===== src/rtl/spi_fsm.sv =====
// -----------------------------------------------------------------------------
// spi_fsm -- transaction controller for the SPI memory.
//
// Counts conditioned SCLK rising-edge pulses while chip select is low and
// sequences the address latch, data-memory write, shift-register parallel
// load and MISO buffer enable. All control outputs are Moore outputs held in
// registers, so each one is high exactly while the FSM sits in its state and
// all of them clear asynchronously with reset_n.
//
// Optional feature macro: SPI_FSM_BURST_EN
//   defined   : after a completed byte with CS still low, go through INC
//               (pulses addrInc) and continue with the next byte.
//   undefined : INC is unreachable, addrInc is tied 0, completion -> DONE.
//
// Ports
//   clk            in   system clock, all state changes on the rising edge
//   reset_n        in   asynchronous active-low reset
//   csConditioned  in   conditioned chip select (1 = idle, 0 = selected)
//   sclkPosEdge    in   one-clk pulse per SCLK rising edge
//   rwBit          in   shift register parallelDataOut[0] (1 = read)
//   addrWE         out  address latch write enable
//   dmWE           out  data memory write enable
//   srWE           out  shift register parallel load
//   misoBufe       out  MISO tristate buffer enable
//   addrInc        out  address latch increment (burst only)
//   state          out  current state encoding, for debug
// -----------------------------------------------------------------------------
module spi_fsm #(
  parameter int ADDR_BITS = 7,
  parameter int DATA_BITS = 8
) (
  input  logic       clk,
  input  logic       reset_n,
  input  logic       csConditioned,
  input  logic       sclkPosEdge,
  input  logic       rwBit,
  output logic       addrWE,
  output logic       dmWE,
  output logic       srWE,
  output logic       misoBufe,
  output logic       addrInc,
  output logic [3:0] state
);

  typedef enum logic [3:0] {
    ST_IDLE        = 4'd0,
    ST_GET_ADDR    = 4'd1,
    ST_GOT_ADDR    = 4'd2,
    ST_READ_LOAD   = 4'd3,
    ST_READ_SEND   = 4'd4,
    ST_WRITE_GET   = 4'd5,
    ST_WRITE_STORE = 4'd6,
    ST_DONE        = 4'd7,
    ST_INC         = 4'd8
  } state_t;

  // Counter value at which the closing pulse of each phase is seen: the
  // address phase takes ADDR_BITS+1 pulses (address plus R/W flag).
  localparam logic [3:0] LP_ADDR_LAST = 4'(ADDR_BITS);
  localparam logic [3:0] LP_DATA_LAST = 4'(DATA_BITS - 1);

  // Destination after a completed byte. Any path reaching this decision has
  // already passed the CS-high abort check, so CS is known to be low here.
`ifdef SPI_FSM_BURST_EN
  localparam state_t LP_BYTE_END = ST_INC;
`else
  localparam state_t LP_BYTE_END = ST_DONE;
`endif

  state_t     r_state;
  state_t     w_state_nxt;
  logic [3:0] r_cnt;
  logic [3:0] w_cnt_nxt;
  logic       w_cnt_en;
  logic       r_addr_we;
  logic       r_dm_we;
  logic       r_sr_we;
  logic       r_miso_bufe;

`ifdef SPI_FSM_BURST_EN
  logic       r_addr_inc;
  logic       r_rw_latch;
`endif

  // Next-state decode; CS high outranks every other event outside IDLE.
  always_comb begin
    w_state_nxt = r_state;
    w_cnt_en    = 1'b0;
    if ((r_state != ST_IDLE) && csConditioned) begin
      w_state_nxt = ST_IDLE;
    end else begin
      case (r_state)
        ST_IDLE: begin
          if (!csConditioned) begin
            w_state_nxt = ST_GET_ADDR;
          end else begin
            w_state_nxt = ST_IDLE;
          end
        end
        ST_GET_ADDR: begin
          w_cnt_en = sclkPosEdge;
          if (sclkPosEdge && (r_cnt == LP_ADDR_LAST)) begin
            w_state_nxt = ST_GOT_ADDR;
          end else begin
            w_state_nxt = ST_GET_ADDR;
          end
        end
        ST_GOT_ADDR: begin
          // The shift register moved on the closing address edge, so its
          // bit 0 now holds the R/W flag.
          if (rwBit) begin
            w_state_nxt = ST_READ_LOAD;
          end else begin
            w_state_nxt = ST_WRITE_GET;
          end
        end
        ST_READ_LOAD: begin
          w_state_nxt = ST_READ_SEND;
        end
        ST_READ_SEND: begin
          w_cnt_en = sclkPosEdge;
          if (sclkPosEdge && (r_cnt == LP_DATA_LAST)) begin
            w_state_nxt = LP_BYTE_END;
          end else begin
            w_state_nxt = ST_READ_SEND;
          end
        end
        ST_WRITE_GET: begin
          w_cnt_en = sclkPosEdge;
          if (sclkPosEdge && (r_cnt == LP_DATA_LAST)) begin
            w_state_nxt = ST_WRITE_STORE;
          end else begin
            w_state_nxt = ST_WRITE_GET;
          end
        end
        ST_WRITE_STORE: begin
          w_state_nxt = LP_BYTE_END;
        end
        ST_DONE: begin
          // SCLK pulses are ignored; only CS high (handled above) leaves DONE.
          w_state_nxt = ST_DONE;
        end
        ST_INC: begin
`ifdef SPI_FSM_BURST_EN
          if (r_rw_latch) begin
            w_state_nxt = ST_READ_LOAD;
          end else begin
            w_state_nxt = ST_WRITE_GET;
          end
`else
          w_state_nxt = ST_IDLE;
`endif
        end
        default: begin
          w_state_nxt = ST_IDLE;
        end
      endcase
    end
  end

  // Edge counter: cleared on every state entry, counts only when enabled.
  always_comb begin
    if (w_state_nxt != r_state) begin
      w_cnt_nxt = 4'd0;
    end else if (w_cnt_en) begin
      w_cnt_nxt = r_cnt + 4'd1;
    end else begin
      w_cnt_nxt = r_cnt;
    end
  end

  // State and counter registers.
  always_ff @(posedge clk or negedge reset_n) begin
    if (!reset_n) begin
      r_state <= ST_IDLE;
      r_cnt   <= 4'd0;
    end else begin
      r_state <= w_state_nxt;
      r_cnt   <= w_cnt_nxt;
    end
  end

  // Moore outputs registered from the next state so they line up with r_state.
  always_ff @(posedge clk or negedge reset_n) begin
    if (!reset_n) begin
      r_addr_we   <= 1'b0;
      r_dm_we     <= 1'b0;
      r_sr_we     <= 1'b0;
      r_miso_bufe <= 1'b0;
    end else begin
      r_addr_we   <= (w_state_nxt == ST_GOT_ADDR);
      r_dm_we     <= (w_state_nxt == ST_WRITE_STORE);
      r_sr_we     <= (w_state_nxt == ST_READ_LOAD);
      r_miso_bufe <= (w_state_nxt == ST_READ_SEND);
    end
  end

`ifdef SPI_FSM_BURST_EN
  // Burst support: addrInc output and the R/W flag captured in GOT_ADDR,
  // since the shift register no longer holds it once data bytes flow.
  always_ff @(posedge clk or negedge reset_n) begin
    if (!reset_n) begin
      r_addr_inc <= 1'b0;
      r_rw_latch <= 1'b0;
    end else begin
      r_addr_inc <= (w_state_nxt == ST_INC);
      if (r_state == ST_GOT_ADDR) begin
        r_rw_latch <= rwBit;
      end else begin
        r_rw_latch <= r_rw_latch;
      end
    end
  end

  assign addrInc = r_addr_inc;
`else
  assign addrInc = 1'b0;
`endif

  assign addrWE   = r_addr_we;
  assign dmWE     = r_dm_we;
  assign srWE     = r_sr_we;
  assign misoBufe = r_miso_bufe;
  assign state    = r_state;

endmodule


===== config.mk =====
export PLATFORM = sky130hd
export DESIGN_NAME = spi_fsm
export DESIGN_NICKNAME = d
export VERILOG_FILES = /design/src/rtl/spi_fsm.sv
export SDC_FILE = /design/constraint.sdc
export NUM_CORES = 1
export LEC_CHECK = 0
export BUFFER_PORTS_ARGS = -buffer_cell sky130_fd_sc_hd__clkbuf_2
export CAP_MARGIN = 10
export CELL_PAD_IN_SITES_DETAIL_PLACEMENT = 0
export CELL_PAD_IN_SITES_GLOBAL_PLACEMENT = 1
export CORE_MARGIN = 4
export CORE_UTILIZATION = 36
export DETAILED_ROUTE_END_ITERATION = 7
export PLACE_DENSITY_LB_ADDON = 0.1
export SLEW_MARGIN = 15
export SYNTH_ARGS = -nofsm -noshare
export SYNTH_HDL_FRONTEND = slang
export SYNTH_SLANG_ARGS = --single-unit

===== constraint.sdc =====
create_clock -name clk -period 1.7 [get_ports clk]
set_input_delay 0.34 -clock clk [delete_from_list [all_inputs] [get_ports clk]]
set_output_delay 0.34 -clock clk [all_outputs]
set_load 0.02 [all_outputs]

==> results.cfg <==
[critical_path]
timing.rr.end = r_cnt[0]
slowest_delay_ps = 380
critical_path.top_delay_family = simple AND/OR/NAND/NOR gates
path_buf_inv = 0
rr_startpoint = r_cnt[0]
crit_chain = ha_1 -> and4b_2 -> nand2_1 -> a32oi_1 -> nor2_1
ff2ff_setup_slack_ps = 190
worstPathMaxFanout = 5
cp.required_ps = 1830
crit_slowest_cell = dfrtp_1
start_kind = flop
ff2ff_path_depth = 5
crit_type = flop to flop
cp_data_arrival_time_ps = 1640
worstSetupEndpointType = flop

[die]
dieArea_sq_um = 2220
fp-row-count = 13
core-area_sq_um = 1370
initial_core_util = 0.403
die_w_um = 47.1
die_height_um = 47.1
io_pins = 14

[global_routing]
antenna_found_initial = 0
grt_usage = 0.113
grt_pass1_vias = 406
grt_overflow = 0
grt_pass1_wl_um = 1700
grt_max_degree = 12

[synth]
synth_area_sq_um = 551
synthXorXnorAreaFrac = 0.0477
synth.avg_cell_area_sq_um = 9.66
yosysWarnings = 0
synth_simple_gate_area_frac = 0.236
synth_edf_count = 0
synth_compound_area_frac = 0.102
ys_seq_elements = 11
synth_cell_types = 27
seq_area_frac_synth = 0.500
synthCells = 57
synth_mux_area_frac = 0.0182
synth_top_family_by_area = simple AND/OR/NAND/NOR gates
async_flop_share = 1.00
synth-main-ff-cell = dfrtp_1
synthAdderAreaFrac = 0.0227

[power_and_ir_drop]
leakage_nw = 0.312
vdd_drop_max_mv = 0.320
p_per_area_nw_per_um2 = 747
power_mw = 0.478

[finish]
n_antenna_cell = 0
drive_gt1_frac = 0.229
design_area_sq_um = 639
area_growth_pct = 16.1
fin_cells = 85
layout.nets = 77

[sta]
fmax_mhz = 662
slew_violations = 0
fin_tns_setup_ps = 0
min_period_ps = 1510
hold_viol_final = 0
worst_clock_skew_ps = 3.29
rsz0062_at_grt = no
finalSetupViolations = 0
period_share = 0.889

[clock_tree]
clk_pin_slew_worst_paths_ps = 70
clkLatencyLatePin_ps = 260
htreeDepth = 1
cts-buffers-inserted = 3
cts_tree = done
post_cts_resized = 0
cts_buffer_depth = 2
cts-root-buf = clkbuf_4
clkSinkCount = 11

[placed_design]
gp_congestion = 0.745
portBuffers = 11
dp.cells = 80
place_area_sq_um = 603
place_hpwl_um = 845

[routing]
num_vias = 439
drc = 0
viasPerCell = 5.16
drt.antenna.violating_nets = 0
wl_per_cell_um = 12.4
routed_wirelength_um = 1050
drtPass1Iterations = 2
drtIter0Drc = 4

[min_path]
hold_depth = 2
min-delay-start = csConditioned
hold_end = state[1]
hp-class = primary input to flop

[run_status]
status = complete, no violations

[run]
drv_cap = 0
[through the flow]
step	hold WS [ps]	setup slack, ps	utilization
final	345	190	0.468
after global routing	356	101	0.468
after CTS	339	203	0.468
after detailed placement	231	226	0.441
after global placement	231	296	0.441
after floorplan	44.4	354	-
[logic make-up after synthesis]
| group | count (synthesis) |
|---|---|
| buf+inv | 7 |
| flops | 11 |
| mux | 1 |
| fa+ha+maj | 1 |
| other cells | 1 |
| simple gates | 25 |
| xor+xnor | 3 |
| compound gates | 8 |
[worst max-delay path by stage]
stage          startpoint       end  cells past startpoint
6_report         r_cnt[0]  r_cnt[0]                      5
5_1_grt          r_cnt[0]  r_cnt[3]                      5
4_1_cts          r_cnt[0]  r_cnt[0]                      5
3_5_place_dp     r_cnt[0]  r_cnt[3]                      5
3_3_place_gp     r_cnt[0]  r_cnt[0]                      5
2_1_floorplan    state[0]  r_cnt[1]                      5
[timing repair]
item                                   4_1_cts  5_1_grt
setup buffers                                0        0
endpoints found under the hold margin       11        0
hold buffers                                 1        0
[sequential cells by signal, indices dropped and copies added (netlist names)]
name      count
r_cnt         4
state         3
addrWE        1
dmWE          1
misoBufe      1
srWE          1
[power by group]
part / switching [mW] / internal [mW] / total, mW / leakage (nW)
Combinational: 0.0250 / 0.0127 / 0.0377 / 0.146
Sequential: 0.00450 / 0.264 / 0.269 / 0.151
Clock: 0.0803 / 0.0907 / 0.171 / 0.0150
[per-layer routing]
metal	track usage	vias up	share of wire
met2	0.176	14	0.45
li1	-	217	-
met1	0.138	206	0.46
met3	0.0575	2	0.087
met5	0	-	0
met4	0.0331	0	0.0038
[final cells by class]
type / instances / area, sq um
multi-input cells: 40 / 243
clock buffers: 4 / 26.3
fillers: 143 / 727
inverters: 3 / 11.3
repair buffers: 12 / 65.1
well taps: 15 / 18.8
flip-flops and latches: 11 / 275
[synth_stat cells (all sizes together), types with 2 or more instances]
cell | instances | area share
inv | 3 | 0.020
dfrtp | 11 | 0.50
nand4 | 2 | 0.023
buf | 4 | 0.045
a211oi | 2 | 0.027
and3 | 2 | 0.032
nor3 | 2 | 0.018
a21oi | 2 | 0.018
nor2 | 10 | 0.068
xor2 | 2 | 0.032
nand2 | 3 | 0.020
[cell usage in the layout, fill, tap and decap left out, types with 2 or more instances in the layout]
cell type | Yosys | final
a211oi_1 | 2 | 2
a21oi_1 | 2 | 2
clkbuf_2 | 0 | 11
clkbuf_4 | 0 | 3
conb_1 | 1 | 2
dfrtp_1 | 11 | 11
inv_1 | 3 | 3
nand2_1 | 3 | 3
nand4_1 | 2 | 2
nor2_1 | 10 | 10
nor3_1 | 2 | 2
xor2_1 | 2 | 2
(Power assumes the default switching activity.)
